===== src/rtl/sipo_frame_rx.sv =====
// Serial-to-parallel frame receiver: start bit 1, DATA_W bits LSB-first, optional even parity, stop bit 0.
// Optional parity stage is enabled by defining SIPO_FRAME_RX_PARITY_EN.
module sipo_frame_rx #(
  parameter int DATA_W = 8
) (
  input  logic              clock,
  input  logic              reset,
  input  logic              din,
  output logic [DATA_W-1:0] dout,
  output logic              dout_valid,
  input  logic              dout_ready,
  output logic              busy,
  output logic              frame_err,
  output logic              parity_err,
  output logic              overrun
);

  localparam int CNT_W = $clog2(DATA_W);
  localparam logic [CNT_W-1:0] LAST_BIT = CNT_W'(DATA_W - 1);

  typedef enum logic [1:0] {
    IDLE   = 2'd0,
    DATA   = 2'd1,
`ifdef SIPO_FRAME_RX_PARITY_EN
    PARITY = 2'd3,
`endif
    STOP   = 2'd2
  } state_t;

  state_t            state_q, state_d;
  logic [CNT_W-1:0]  bit_cnt_q, bit_cnt_d;
  logic [DATA_W-1:0] shreg_q, shreg_d;
  logic [DATA_W-1:0] dout_q, dout_d;
  logic              dout_valid_q, dout_valid_d;
  logic              frame_err_q, frame_err_d;
  logic              overrun_q, overrun_d;
  logic              good;
  logic              load;
`ifdef SIPO_FRAME_RX_PARITY_EN
  logic              par_bit_q, par_bit_d;
  logic              parity_err_q, parity_err_d;
`endif

  always_comb begin
    state_d      = state_q;
    bit_cnt_d    = bit_cnt_q;
    shreg_d      = shreg_q;
    dout_d       = dout_q;
    dout_valid_d = dout_valid_q;
    frame_err_d  = 1'b0;
    overrun_d    = 1'b0;
    good         = 1'b0;
    load         = 1'b0;
`ifdef SIPO_FRAME_RX_PARITY_EN
    par_bit_d    = par_bit_q;
    parity_err_d = 1'b0;
`endif

    case (state_q)
      IDLE: begin
        if (din) begin
          state_d   = DATA;
          bit_cnt_d = '0;
        end
      end
      DATA: begin
        shreg_d[bit_cnt_q] = din;
        if (bit_cnt_q == LAST_BIT) begin
          bit_cnt_d = '0;
`ifdef SIPO_FRAME_RX_PARITY_EN
          state_d   = PARITY;
`else
          state_d   = STOP;
`endif
        end else begin
          bit_cnt_d = bit_cnt_q + CNT_W'(1);
        end
      end
`ifdef SIPO_FRAME_RX_PARITY_EN
      PARITY: begin
        par_bit_d = din;
        state_d   = STOP;
      end
`endif
      STOP: begin
        // The stop bit only closes the frame; a new start must come on a later edge.
        state_d = IDLE;
        if (din) begin
          frame_err_d = 1'b1;
`ifdef SIPO_FRAME_RX_PARITY_EN
        end else if (^{shreg_q, par_bit_q}) begin
          parity_err_d = 1'b1;
`endif
        end else begin
          good = 1'b1;
        end
      end
      default: state_d = IDLE;
    endcase

    // A consume on the same edge frees the holding register for the new word.
    load      = good && (!dout_valid_q || dout_ready);
    overrun_d = good && !load;
    if (load) begin
      dout_d       = shreg_q;
      dout_valid_d = 1'b1;
    end else if (dout_valid_q && dout_ready) begin
      dout_valid_d = 1'b0;
    end
  end

  always_ff @(posedge clock or posedge reset) begin
    if (reset) begin
      state_q      <= IDLE;
      bit_cnt_q    <= '0;
      shreg_q      <= '0;
      dout_q       <= '0;
      dout_valid_q <= 1'b0;
      frame_err_q  <= 1'b0;
      overrun_q    <= 1'b0;
`ifdef SIPO_FRAME_RX_PARITY_EN
      par_bit_q    <= 1'b0;
      parity_err_q <= 1'b0;
`endif
    end else begin
      state_q      <= state_d;
      bit_cnt_q    <= bit_cnt_d;
      shreg_q      <= shreg_d;
      dout_q       <= dout_d;
      dout_valid_q <= dout_valid_d;
      frame_err_q  <= frame_err_d;
      overrun_q    <= overrun_d;
`ifdef SIPO_FRAME_RX_PARITY_EN
      par_bit_q    <= par_bit_d;
      parity_err_q <= parity_err_d;
`endif
    end
  end

  assign dout       = dout_q;
  assign dout_valid = dout_valid_q;
  assign busy       = (state_q != IDLE);
  assign frame_err  = frame_err_q;
  assign overrun    = overrun_q;
`ifdef SIPO_FRAME_RX_PARITY_EN
  assign parity_err = parity_err_q;
`else
  assign parity_err = 1'b0;
`endif

endmodule


===== config.mk =====
export PLATFORM = sky130hd
export DESIGN_NAME = sipo_frame_rx
export DESIGN_NICKNAME = d
export VERILOG_FILES = /design/src/rtl/sipo_frame_rx.sv
export SDC_FILE = /design/constraint.sdc
export NUM_CORES = 1
export LEC_CHECK = 0
export ABC_AREA = 1
export CORE_MARGIN = 2
export CORE_UTILIZATION = 52
export CTS_CLUSTER_DIAMETER = 80
export DETAILED_ROUTE_END_ITERATION = 10
export MAX_ROUTING_LAYER = met4
export PLACE_DENSITY = 0.84
export SYNTH_ARGS = -nofsm -noshare
export SYNTH_HDL_FRONTEND = slang
export SYNTH_SLANG_ARGS = --single-unit

===== constraint.sdc =====
create_clock -name clock -period 1.9 [get_ports clock]
set_clock_uncertainty 0.15 [all_clocks]
set_input_delay 0.38 -clock clock [delete_from_list [all_inputs] [get_ports clock]]
set_output_delay 0.38 -clock clock [all_outputs]
set_load 0.01 [all_outputs]

* Word level (Yosys, flattened, before mapping)
Cells that the tools add are included.
** Operators by class
- Mux-type cells :: 15
- Reduce and logical (&&, ||, !) cells :: 13
- Equality and inequality tests :: 5
- Magnitude comparators :: 2
- $add $sub $neg :: 1
** Operators with widths (number)
- $bwmux 8 :: 1
- $mux 1 :: 7
- $mux 3 :: 2
- $pmux 3 s2 :: 1
- $reduce_bool 2->1 :: 3
- $logic_and 1x1->1 :: 4
- $lt 3x4->1 const B :: 1
- $mux 2 :: 2
- $ne 2x2->1 const B :: 2
- $pmux 2 s2 :: 1
- $reduce_and 2->1 :: 2
- $add 3x1->3 const B :: 1
- $demux 1 s3 :: 1
- $eq 3x3->1 const B :: 1
- $ge 3x1->1 const B :: 1
- $eq 2x1->1 const B :: 1
- $eq 2x2->1 const B :: 1
- $logic_not 1->1 :: 2
- $logic_not 2->1 :: 1
- $logic_or 1x1->1 :: 1
** Storage, ports and cells
- Word-level logic and storage cells :: 43
- Register bits after elaboration :: 24
- Bits of input ports :: 4
- Output and inout bits :: 13

* Depth between registers and ports, before layout
- Depth in word-level cells :: 5
- Depth in mapped cells :: 6

* Least setup slack after synthesis
Ideal clock, no wire load.
- Kind :: reg2reg
- Start point :: reg bit_cnt_q[0]
- End point :: reg bit_cnt_q[2]
- Setup slack :: 0.602 ns
- Setup time :: 0.118 ns
- Data required time :: 1.632 ns
- Data arrival time :: 1.029 ns
- Cell stages (with the launch flop) :: 5
- Path through :: dfrtp_1 -> ha_1 -> ha_1 -> nand2_1 -> o21ai_2
** On the way
- Longest elaborated chain between the ends :: 3
** Ends and longest elaborated chain
- from (decl) :: RTL line 31 : logic [CNT_W-1:0] bit_cnt_q, bit_cnt_d;
- from (signal assigned) :: RTL line 127 : bit_cnt_q <= bit_cnt_d;
- $add 3x1->3 or $eq 3x3->1 (tied branches) :: RTL line 76, 68
- $mux 3 * :: RTL line 68 : if (bit_cnt_q == LAST_BIT) begin
- $pmux 3 s2 * :: RTL line 59 : case (state_q)
Every way passes the cells marked *; elsewhere a longest branch is shown, timed or not.
A chain may end at the register's enable or synchronous reset.

* Worst setup path in the final report
- Start point :: reg dout_q[7], in the netlist dout[7]
- End point :: out dout[7]
** RTL lines
- from (decl) :: RTL line 33 : logic [DATA_W-1:0] dout_q, dout_d;
- from (signal assigned) :: RTL line 129 : dout_q <= dout_d;
- to (decl) :: RTL line 9 : output logic [DATA_W-1:0] dout,
No word-level cell between the ends.

==> impl_metrics.py <==
metrics = {
    "floorplan": {
        "fp.dieW_um": 50.7,
        "num_rows": 16,
        "die_area_mm2": 0.00257,
        "core_region_area_mm2": 0.00200,
        "io_pins": 17,
        "start_util_pct": 56.8,
        "chipHeight_um": 50.7,
    },
    "sta": {
        "drv_slew": 0,
        "rsz0062_at_grt": "false",
        "finalCriticalPeriod_ps": 1730,
        "finalSetupTns_ps": 0,
        "period_share_pct": 91.2,
        "hold_viol_final": 0,
        "finalSetupViolations": 0,
        "finalWorstSetupSlack_ps": 166,
        "fmax_mhz": 577,
    },
    "critical_path": {
        "worstPathArrival_ps": 1200,
        "critPathKind": "register to output pin",
        "timing.rr.start": "bit_cnt_q[0]",
        "r2r_cells": 4,
        "cpPeakStageDelay_ps": 530,
        "path_max_fanout": 2,
        "crit_buf_inv": 1,
        "startpoint_type": "register",
        "startpoint": "dout[7]",
        "crit_slowest_cell": "clkdlybuf4s50_1",
        "reg2reg_slack_ps": 520,
        "path_cells": "clkdlybuf4s50_1",
        "critPathTopFamily": "buffers and inverters",
        "crit_required_ps": 1370,
        "r2r-end": "bit_cnt_q[2]",
        "setup.worst_path.end_class": "output pin",
        "endpoint": "dout[7]",
        "cp.depth": 1,
    },
    "clocking": {
        "cts.path.max_buffers": 2,
        "cts_made_buffers": 3,
        "cts.sinks": 24,
        "root_buffer": "clkbuf_4",
        "hold_buffers": 0,
        "path_clk_slew_ps": 130,
        "clock_latency_ps": 300,
        "htree_levels": 1,
        "cts_tree": "done",
    },
    "synthesis": {
        "synth-edff-count": 0,
        "synth.distinct_cells": 20,
        "synth_seq_area_share_pct": 52.9,
        "yosysWarnings": 0,
        "synthTopCellsByArea": "dfrtp_1, nand2_1, nand4_1, nand3_1, o21ai_2",
        "synth_area_mm2": 0.00114,
        "syn_inst": 126,
        "syn_nets": 132,
        "async_reset_ff_share_pct": 100,
        "syn_area_per_cell_um2": 9.02,
        "synth_seq_cells": 24,
        "synth_top_area_share_pct": 52.9,
        "yosysTopAreaCell": "dfrtp_1",
        "ys.flop_type": "dfrtp_1",
        "yosys-top-cells-count": "nand2_1, dfrtp_1, nand4_1",
        "yosysMostFrequentCell": "nand2_1",
    },
    "worst_hold_path": {
        "hold_class": "input port to asynchronous set/reset pin",
    },
    "flow_run": {
        "cap_viol_max_count": 0,
    },
    "global_routing": {
        "grt_antenna_before_repair": 0,
        "grt_util_met1_pct": 23.1,
        "grt.overflow.total": 0,
        "grt.met3_usage_pct": 3.87,
        "grt_max_degree": 25,
        "grt_pass1_wl_mm": 3.49,
        "grt_pass1_vias": 801,
        "top_usage_layer": "met2",
        "grt_use_met2_pct": 31.8,
        "grt_usage_pct": 18.4,
    },
    "cells_and_area": {
        "fillers": 164,
        "n_antenna_cell": 0,
        "stdcell_count": 171,
        "syn_to_final_growth_pct": 17.6,
        "seqCellArea_um2": 601,
        "stdcell_area_mm2": 0.00134,
        "nets": 152,
        "drive_gt1_share_pct": 13.9,
        "multi_input_area_um2": 455,
    },
    "power_and_ir_drop": {
        "switching_share_pct": 40.1,
        "power.leakage_nw": 0.683,
        "combPwrFrac_pct": 41.5,
        "p_per_area_mw_per_mm2": 1310,
        "pwr-share-seq_pct": 46.5,
        "p_sw_uw": 702,
        "power.share.clock_pct": 12.0,
        "worst_ir_drop_vdd_mv": 0.695,
        "intPower_mw": 1.05,
    },
    "place": {
        "hpwl_mm": 1.52,
        "placed_area_mm2": 0.00131,
        "post-place-cells": 168,
        "port_buffers": 15,
        "post-place-ws_ps": 177,
        "routabilityCongestion": 0.797,
    },
    "routing": {
        "vias_per_cell": 5.04,
        "vias": 861,
        "wire_per_inst_um": 11.3,
        "postRouteAntennaNets": 0,
        "drtIter0Drc": 16,
        "drc": 0,
        "route.final.wire_length_mm": 1.93,
        "firstDrtPassIters": 4,
    },
    "outcome": {
        "status": "finished, final reports clean",
    },
}
==> routing by layer <==
layer	part of all wire, %	up-vias
met5	0	-
met4	0	0
met3	4.0	0
met2	51	20
met1	45	395
li1	-	446
==> placed cells by master (no fill, tap or decap), drive strengths merged <==
cell type / n
nor2: 11
a21oi: 1
clkdlybuf4s50: 14
o21ai: 7
inv: 9
nand4: 10
clkbuf: 3
buf: 5
dlymetal6s2s: 1
ha: 2
nand3: 11
dfrtp: 24
conb: 1
nand2: 45
==> cell type report <==
class	count	share of cell area, %
tap	27	2.53
sequential	24	44.9
timing repair buffer	20	14.2
clock buffer	3	1.69
inverter	9	2.53
multi-input combinational	88	34.1
==> worst reg2reg max path, stage by stage (launching register included) <==
cell and delay, ps:
dfrtp_1 500, ha_1 250, ha_1 260, nand2_1 80, o21ai_2 50
==> kinds of logic after synthesis <==
logic type | after synthesis | synth area share (%)
compound gates | 8 | 4.84
buf+inv | 14 | 7.05
simple gates | 77 | 32.7
flops | 24 | 52.9
other cells | 1 | 0.330
fa+ha+maj | 2 | 2.20
==> power by group through the flow <==
stage	Clock (mW)	Sequential (mW)	Combinational, mW
after global placement	0	0.820	0.693
after CTS	0.218	0.815	0.736
after floorplan	0	0.817	0.512
final	0.210	0.814	0.726
after global routing	0.240	0.837	0.832
after detailed placement	0	0.827	0.735
==> what timing repair did <==
item	in CTS	in global routing
setup endpoints to repair	0	1
gates resized for setup	0	1
buffers inserted	0	0
==> state kept, by name, indices dropped and copies added, names as in the netlist <==
register and cells:
overrun 1, dout_valid 1, dout 8, state_q 2
bit_cnt_q 3, frame_err 1, shreg_q 8
==> stage by stage <==
stage | power [mW] | utilization, % | hold slack [ps]
2_1_floorplan | 1.33 | - | 245
3_3_place_gp | 1.51 | 65.5 | 306
3_5_place_dp | 1.56 | 65.5 | 309
4_1_cts | 1.77 | 66.6 | 264
5_1_grt | 1.91 | 66.8 | 275
6_report | 1.75 | 66.8 | 255
==> worst min-delay path by stage <==
stage                              end  slack, ps  cells after the start
final                        frame_err        260                      3
after global routing         frame_err        270                      3
after CTS                      overrun        260                      3
after detailed placement       dout[3]        310                      2
after global placement         dout[7]        310                      2
after floorplan           bit_cnt_q[0]        240                      1
No activity file was read; power rests on OpenSTA's default activity.
